--- src/rtl/pc_sequencer_pkg.sv ---
// Shared types and default widths for the program-counter sequencer.
package pc_sequencer_pkg;

    localparam int unsigned DEF_ADDR_W   = 32;
    localparam int unsigned DEF_OFFSET_W = 8;
    localparam int unsigned DEF_CNT_W    = 16;
    localparam logic [31:0] DEF_RESET_PC = 32'h0000_0000;

    typedef enum logic [1:0] {
        ST_BOOT   = 2'd0,
        ST_RUN    = 2'd1,
        ST_ISTALL = 2'd2,
        ST_DSTALL = 2'd3
    } state_t;

endpackage

--- src/rtl/pc_next_calc.sv ---
// Combinational next-PC selection: PC+4 or PC-relative jump/branch target.
module pc_next_calc #(
    parameter int unsigned ADDR_W   = 32,
    parameter int unsigned OFFSET_W = 8
) (
    input  logic [ADDR_W-1:0]   pc,
    input  logic [OFFSET_W-1:0] offset,
    input  logic                jump,
    input  logic                branch,
    input  logic                zero,
    output logic [ADDR_W-1:0]   next_pc
);

    logic              taken;
    logic [ADDR_W-1:0] pc4;
    logic [ADDR_W-1:0] off_ext;

    // Word offset becomes a byte offset; all arithmetic wraps modulo 2^ADDR_W.
    always_comb begin
        taken   = jump | (branch & zero);
        pc4     = pc + ADDR_W'(4);
        off_ext = {{(ADDR_W-OFFSET_W){offset[OFFSET_W-1]}}, offset};
        next_pc = taken ? (pc4 + (off_ext << 2)) : pc4;
    end

endmodule

--- src/rtl/pc_sequencer.sv ---
// Program counter owner and fetch sequencer with stall handling and saturating counters.
module pc_sequencer
    import pc_sequencer_pkg::*;
#(
    parameter int unsigned      ADDR_W   = DEF_ADDR_W,
    parameter int unsigned      OFFSET_W = DEF_OFFSET_W,
    parameter int unsigned      CNT_W    = DEF_CNT_W,
    parameter logic [ADDR_W-1:0] RESET_PC = ADDR_W'(DEF_RESET_PC)
) (
    input  logic                clk,
    input  logic                reset,
    input  logic                jump,
    input  logic                branch,
    input  logic                zero,
    input  logic [OFFSET_W-1:0] offset,
    input  logic                ibusy,
    input  logic                dbusy,
    output logic [ADDR_W-1:0]   pc,
    output logic                fetch_req,
    output logic                retire,
    output logic [CNT_W-1:0]    retired,
    output logic [CNT_W-1:0]    stalls
);

    state_t            state;
    state_t            state_n;
    logic [ADDR_W-1:0] next_pc;
    logic              stall_c;

    pc_next_calc #(
        .ADDR_W   (ADDR_W),
        .OFFSET_W (OFFSET_W)
    ) u_next (
        .pc      (pc),
        .offset  (offset),
        .jump    (jump),
        .branch  (branch),
        .zero    (zero),
        .next_pc (next_pc)
    );

    // A data stall outranks an instruction stall: the current instruction cannot complete.
    always_comb begin
        state_n = state;
        retire  = 1'b0;
        stall_c = 1'b0;
        case (state)
            ST_BOOT: state_n = ST_RUN;
            ST_RUN: begin
                if (dbusy) begin
                    state_n = ST_DSTALL;
                end else if (ibusy) begin
                    state_n = ST_ISTALL;
                end else begin
                    retire = 1'b1;
                end
            end
            ST_ISTALL: begin
                stall_c = 1'b1;
                if (!ibusy) begin
                    state_n = ST_RUN;
                end
            end
            ST_DSTALL: begin
                stall_c = 1'b1;
                if (!dbusy && !ibusy) begin
                    state_n = ST_RUN;
                    retire  = 1'b1;
                end
            end
            default: state_n = ST_BOOT;
        endcase
    end

    always_ff @(posedge clk) begin
        if (reset) begin
            state     <= ST_BOOT;
            pc        <= RESET_PC;
            fetch_req <= 1'b0;
            retired   <= '0;
            stalls    <= '0;
        end else begin
            state     <= state_n;
            fetch_req <= (state_n == ST_RUN) || (state_n == ST_ISTALL);
            if (retire) begin
                pc <= next_pc;
            end
            if (retire && (retired != '1)) begin
                retired <= retired + CNT_W'(1);
            end
            if (stall_c && (stalls != '1)) begin
                stalls <= stalls + CNT_W'(1);
            end
        end
    end

endmodule

--- config.mk ---
export PLATFORM = sky130hd
export DESIGN_NAME = pc_sequencer
export DESIGN_NICKNAME = d
export VERILOG_FILES = /design/src/rtl/pc_sequencer_pkg.sv /design/src/rtl/pc_next_calc.sv /design/src/rtl/pc_sequencer.sv
export SDC_FILE = /design/constraint.sdc
export NUM_CORES = 1
export LEC_CHECK = 0
export BUFFER_PORTS_ARGS = -buffer_cell sky130_fd_sc_hd__buf_2
export CORE_MARGIN = 2
export CORE_UTILIZATION = 40
export CTS_BUF_LIST = sky130_fd_sc_hd__clkbuf_8 sky130_fd_sc_hd__clkbuf_16
export CTS_CLUSTER_DIAMETER = 50
export DETAILED_ROUTE_END_ITERATION = 8
export MAX_ROUTING_LAYER = met4
export SLEW_MARGIN = 20
export SYNTH_ARGS = -nofsm -noshare
export SYNTH_HDL_FRONTEND = slang
export SYNTH_SLANG_ARGS = --single-unit
export TNS_END_PERCENT = 50
--- constraint.sdc ---
create_clock -name clk -period 9.6 [get_ports clk]
set_input_delay 1.44 -clock clk [delete_from_list [all_inputs] [get_ports clk]]
set_output_delay 1.44 -clock clk [all_outputs]
set_load 0.005 [all_outputs]
==> run summary <==
After technology mapping, the gate count stands at 677. After synthesis, the largest area contributor takes up 25.32% of total cell area. Between clock sinks in the finished design, the worst skew comes to 0.008158 ns. Setup violations remaining at the end of the flow were counted as 0. The number of placed instances with taps included is 904. The run finished with clean final reports. Sequential share of the synthesized area: 25.32%. Wires add up to 14,760 µm. Summing the areas of all xor and xnor instances in the mapped netlist gives 11.88% of the synthesized area.

In the final routed layout, each cell accounts on average for 16.06 µm. For the worst-skew pair, the clock arrives at the later sink with an insertion delay of 0.34 ns. The tools report the worst reg2reg path startpoint as pc[9]. The number of max-slew violations in the final report was 0. The library cell with the highest instance count after synthesis is sky130_fd_sc_hd__nor2_1. Counting along the longest clock path gives a buffer depth of 2. The logs give 0 for the number of cells upsized or downsized after cts and 5140 µm² for the mapped cell area. The end of the worst register-to-register path is pc[31]. Critical-path cell with the highest stage delay: sky130_fd_sc_hd__nor3_1. Each instance of the synthesized netlist takes up on average 7.592 µm². Dominant combinational cell family by area after synthesis: simple AND/OR/NAND/NOR gates. The finished layout holds 919 standard cells, fillers aside. The proportion of synthesized area in mux cells was 0.5842%. The area share of and/or/nand/nor cells after synthesis works out to 24.83%.

The worst hold path passes through 2 cells. Data required time at the worst endpoint: 9.81 ns. Entering global routing, the biggest net connects 64 pins. The tools report the initial antenna violation count as 0. The number of hold buffers added after CTS came out at 0. The tightest min-delay check is of the flip-flop to flip-flop type.

The post-route netlist has 15.13% of its cells at a drive strength greater than 1. Grouping stages by cell kind, the critical path spends the most delay in simple AND/OR/NAND/NOR gates. The static leakage was 2.641 nW; the total CTS buffers was 9. The worst path uses 45.19% of the clock period.

The die is 117.4 µm wide. The total die area is 13,770 µm², and the count of buffers from port buffering is 78. The synthesis-stage register bit count is 65. The number of global-route vias before repair was 4,952; the net count of the finished layout was 798. Clock-pin slew was measured on the worst setup and hold paths at 0.06 ns. In this run the worst path has a maximum fanout of 8. The number of hold-slack violations in the final timing report came out at 0. Headroom to the max-slew limit came out at 39.17%.

The number of setup buffers added after CTS is 0. The TritonCTS sink count is 65. The initial utilization of the core area, before any placement, comes to 40.90%.

After detailed routing, the number of vias per cell comes to 5.696. The number of rows in the core area was 41. Across all layers, the routed design uses 5,235 vias.

The netlist uses 69 different library cells. The share of flip-flops with an asynchronous set or reset is 0%. The element type at the critical path start was a flip-flop.

During I/O placement, the number of pins put on the boundary was 81. Counting both buffers and inverters, the worst setup path holds a total of 0. The synthesized netlist devotes 23.61% of its cell area to compound gates. The power density of the placed cells is 135.7 nW/µm².

Derived from the worst setup path, the maximum achievable clock frequency is 0.2305 GHz. The number of routed nets with antenna violations is 0, and the HPWL after detailed placement is 10,660 µm. The end of the worst hold path is retired[9]. The synthesized design spends more area on one cell type than any other, namely sky130_fd_sc_hd__dfxtp_1. Tracing the worst setup path back leads to its startpoint at pc[9]. The worst-case IR drop observed on VDD is 0.08912 mV. The critical path class was flip-flop to flip-flop. STA puts the critical path data arrival time at 4.55 ns. The number of DRC violations after detailed-routing iteration 0 was 438; the first-pass GRT wire length was 24,610 µm. The run gives 0 as the number of max-cap violations. By area the synthesized netlist is led by sky130_fd_sc_hd__dfxtp_1, sky130_fd_sc_hd__ha_1, sky130_fd_sc_hd__xnor2_1, sky130_fd_sc_hd__a21oi_1, sky130_fd_sc_hd__nor2_1. For the final routed database, the setup TNS stands at 0 ns. For the standard cell core area, the log shows 12,570 µm². At the end of routability-driven placement, the weighted congestion stood at 0.9304. The post-synthesis to final-layout area growth was 16.87%; the die extent in y was 117.4 µm.

The largest stage delay on the critical path is 0.76 ns. The tools report the final standard cell utilization of the core as 47.79%. The worst register-to-register path has a setup slack of 5.26 ns. The logic depth of the worst register-to-register path came out at 14. Yosys printed 0 warnings. Slew of the pin with the lowest slew margin: 0.9124 ns. For the antenna cell count, the log shows 0. The global-route usage over all layers was 22.30%. TritonCTS built the clock tree. After synthesis, the most frequently instantiated cells are sky130_fd_sc_hd__nor2_1, sky130_fd_sc_hd__nand2_1, sky130_fd_sc_hd__dfxtp_1. Setup repair after global routing left no endpoint under its margin. Summed over all layers, the global routing overflow is 0. The worst path in the final design needs a cycle of 4.338 ns, including I/O delays and setup.

The CTS H-tree depth came out at 3. The clock tree root driver cell is sky130_fd_sc_hd__clkbuf_16. After Yosys synthesis, full adders, half adders and majority gates account for 9.883% of the synthesized area.

The residual DRC count was 0. The worst setup path is captured at a flip-flop. The pre-antenna-repair detailed-routing pass consisted of 5 iterations.

Counting flops with a built-in enable in the synthesized netlist gives 0. Among all flip-flop cells after synthesis, the most frequent one is sky130_fd_sc_hd__dfxtp_1. Walking the worst path, the cells encountered are and3_1 > nand4_1 > nor3_1 > nand2_1 > xnor2_1 > ha_1 > a21oi_1 > o21bai_1 > a21oi_1 > a31oi_1 > nand3_1 > nor3b_1 > o21bai_1 > o2111ai_1. In this run the most critical hold path is launched from retired[9].
worst max-delay path by stage:
| stage | slack [ns] | depth (start not counted) | end |
|---|---|---|---|
| finish | 5.26 | 14 | pc[31] |
| global route | 4.97 | 14 | pc[31] |
| CTS | 5.43 | 14 | pc[31] |
| detailed placement | 5.31 | 11 | pc[26] |
| global placement | 5.39 | 11 | pc[24] |
| floorplan | 5.76 | 5 | retire |
flip-flops by register name, indices dropped and copies added (netlist names):
register / cells
fetch_req: 1
pc: 30
retired: 16
stalls: 16
state: 2
worst reg2reg max path, cell delays in order, from the launching register on:
cell and delay [ns]:
sky130_fd_sc_hd__dfxtp_1 0.43, sky130_fd_sc_hd__and3_1 0.31, sky130_fd_sc_hd__nand4_1 0.32, sky130_fd_sc_hd__nor3_1 0.77, sky130_fd_sc_hd__nand2_1 0.24, sky130_fd_sc_hd__xnor2_1 0.18, sky130_fd_sc_hd__ha_1 0.40, sky130_fd_sc_hd__a21oi_1 0.27
sky130_fd_sc_hd__o21bai_1 0.11, sky130_fd_sc_hd__a21oi_1 0.33, sky130_fd_sc_hd__a31oi_1 0.23, sky130_fd_sc_hd__nand3_1 0.13, sky130_fd_sc_hd__nor3b_1 0.24, sky130_fd_sc_hd__o21bai_1 0.15, sky130_fd_sc_hd__o2111ai_1 0.11
cells in the final DEF (no fill, tap or decap), drive strengths merged, types with 3 or more instances in the layout:
| master | n |
|---|---|
| dfxtp | 65 |
| o21ai | 47 |
| or4 | 3 |
| nand4 | 21 |
| nand3 | 28 |
| nand3b | 3 |
| inv | 22 |
| bufinv | 3 |
| mux2i | 3 |
| a21o | 18 |
| clkbuf | 9 |
| xor2 | 26 |
| xnor2 | 42 |
| a21boi | 4 |
| nor2 | 75 |
| o21bai | 5 |
| o31a | 3 |
| nand2 | 73 |
| and3 | 9 |
| o22ai | 3 |
| o211ai | 3 |
| ha | 39 |
| a211o | 3 |
| and4 | 6 |
| nor3 | 15 |
| or3 | 14 |
| buf | 82 |
| and2 | 4 |
| a21oi | 60 |
| a221oi | 4 |
| a31oi | 9 |
| a211oi | 7 |
| a22oi | 6 |
| a311oi | 5 |
cells by family (layout without fill, tap and decap cells):
group,after synthesis,after routing
simple gates,262,262
compound gates,189,189
fa+ha+maj,40,40
xor+xnor,68,68
buf+inv,49,118
other cells,1,2
mux,3,3
flops,65,65
layout make-up:
class                      count  area (µm²)
fill                        1251        6561
multi-input combinational    564        3650
sequential                    65        1301
timing repair buffer          82       420.4
clock buffer                   9       225.2
tap                          172       215.2
clock inverter                 6       116.4
inverter                      21       78.83
power breakdown:
group          internal, mW  switching, mW
clock network         0.254          0.130
registers             0.279         0.0125
logic                0.0556         0.0844
through the flow:
step	hold slack, ns	power, mW	setup WS [ns]	cell area, µm²
after floorplan	0.4634	0.3928	5.760	5144
after global placement	0.4772	0.4322	5.395	5665
after detailed placement	0.4833	0.4348	5.309	5665
after CTS	0.4922	0.8244	5.433	6007
after global routing	0.5214	0.8519	4.971	6007
final	0.4879	0.8149	5.262	6007
layer usage:
| layer | part of all wire, % | global-route usage, % | vias up |
|---|---|---|---|
| met5 | 0 | - | - |
| met4 | 2.0 | 7.831 | 0 |
| met3 | 5.4 | 4.815 | 31 |
| met2 | 46 | 34.25 | 164 |
| met1 | 47 | 29.02 | 2455 |
| li1 | - | - | 2585 |
Note: power is estimated with default switching activity, not from simulation.
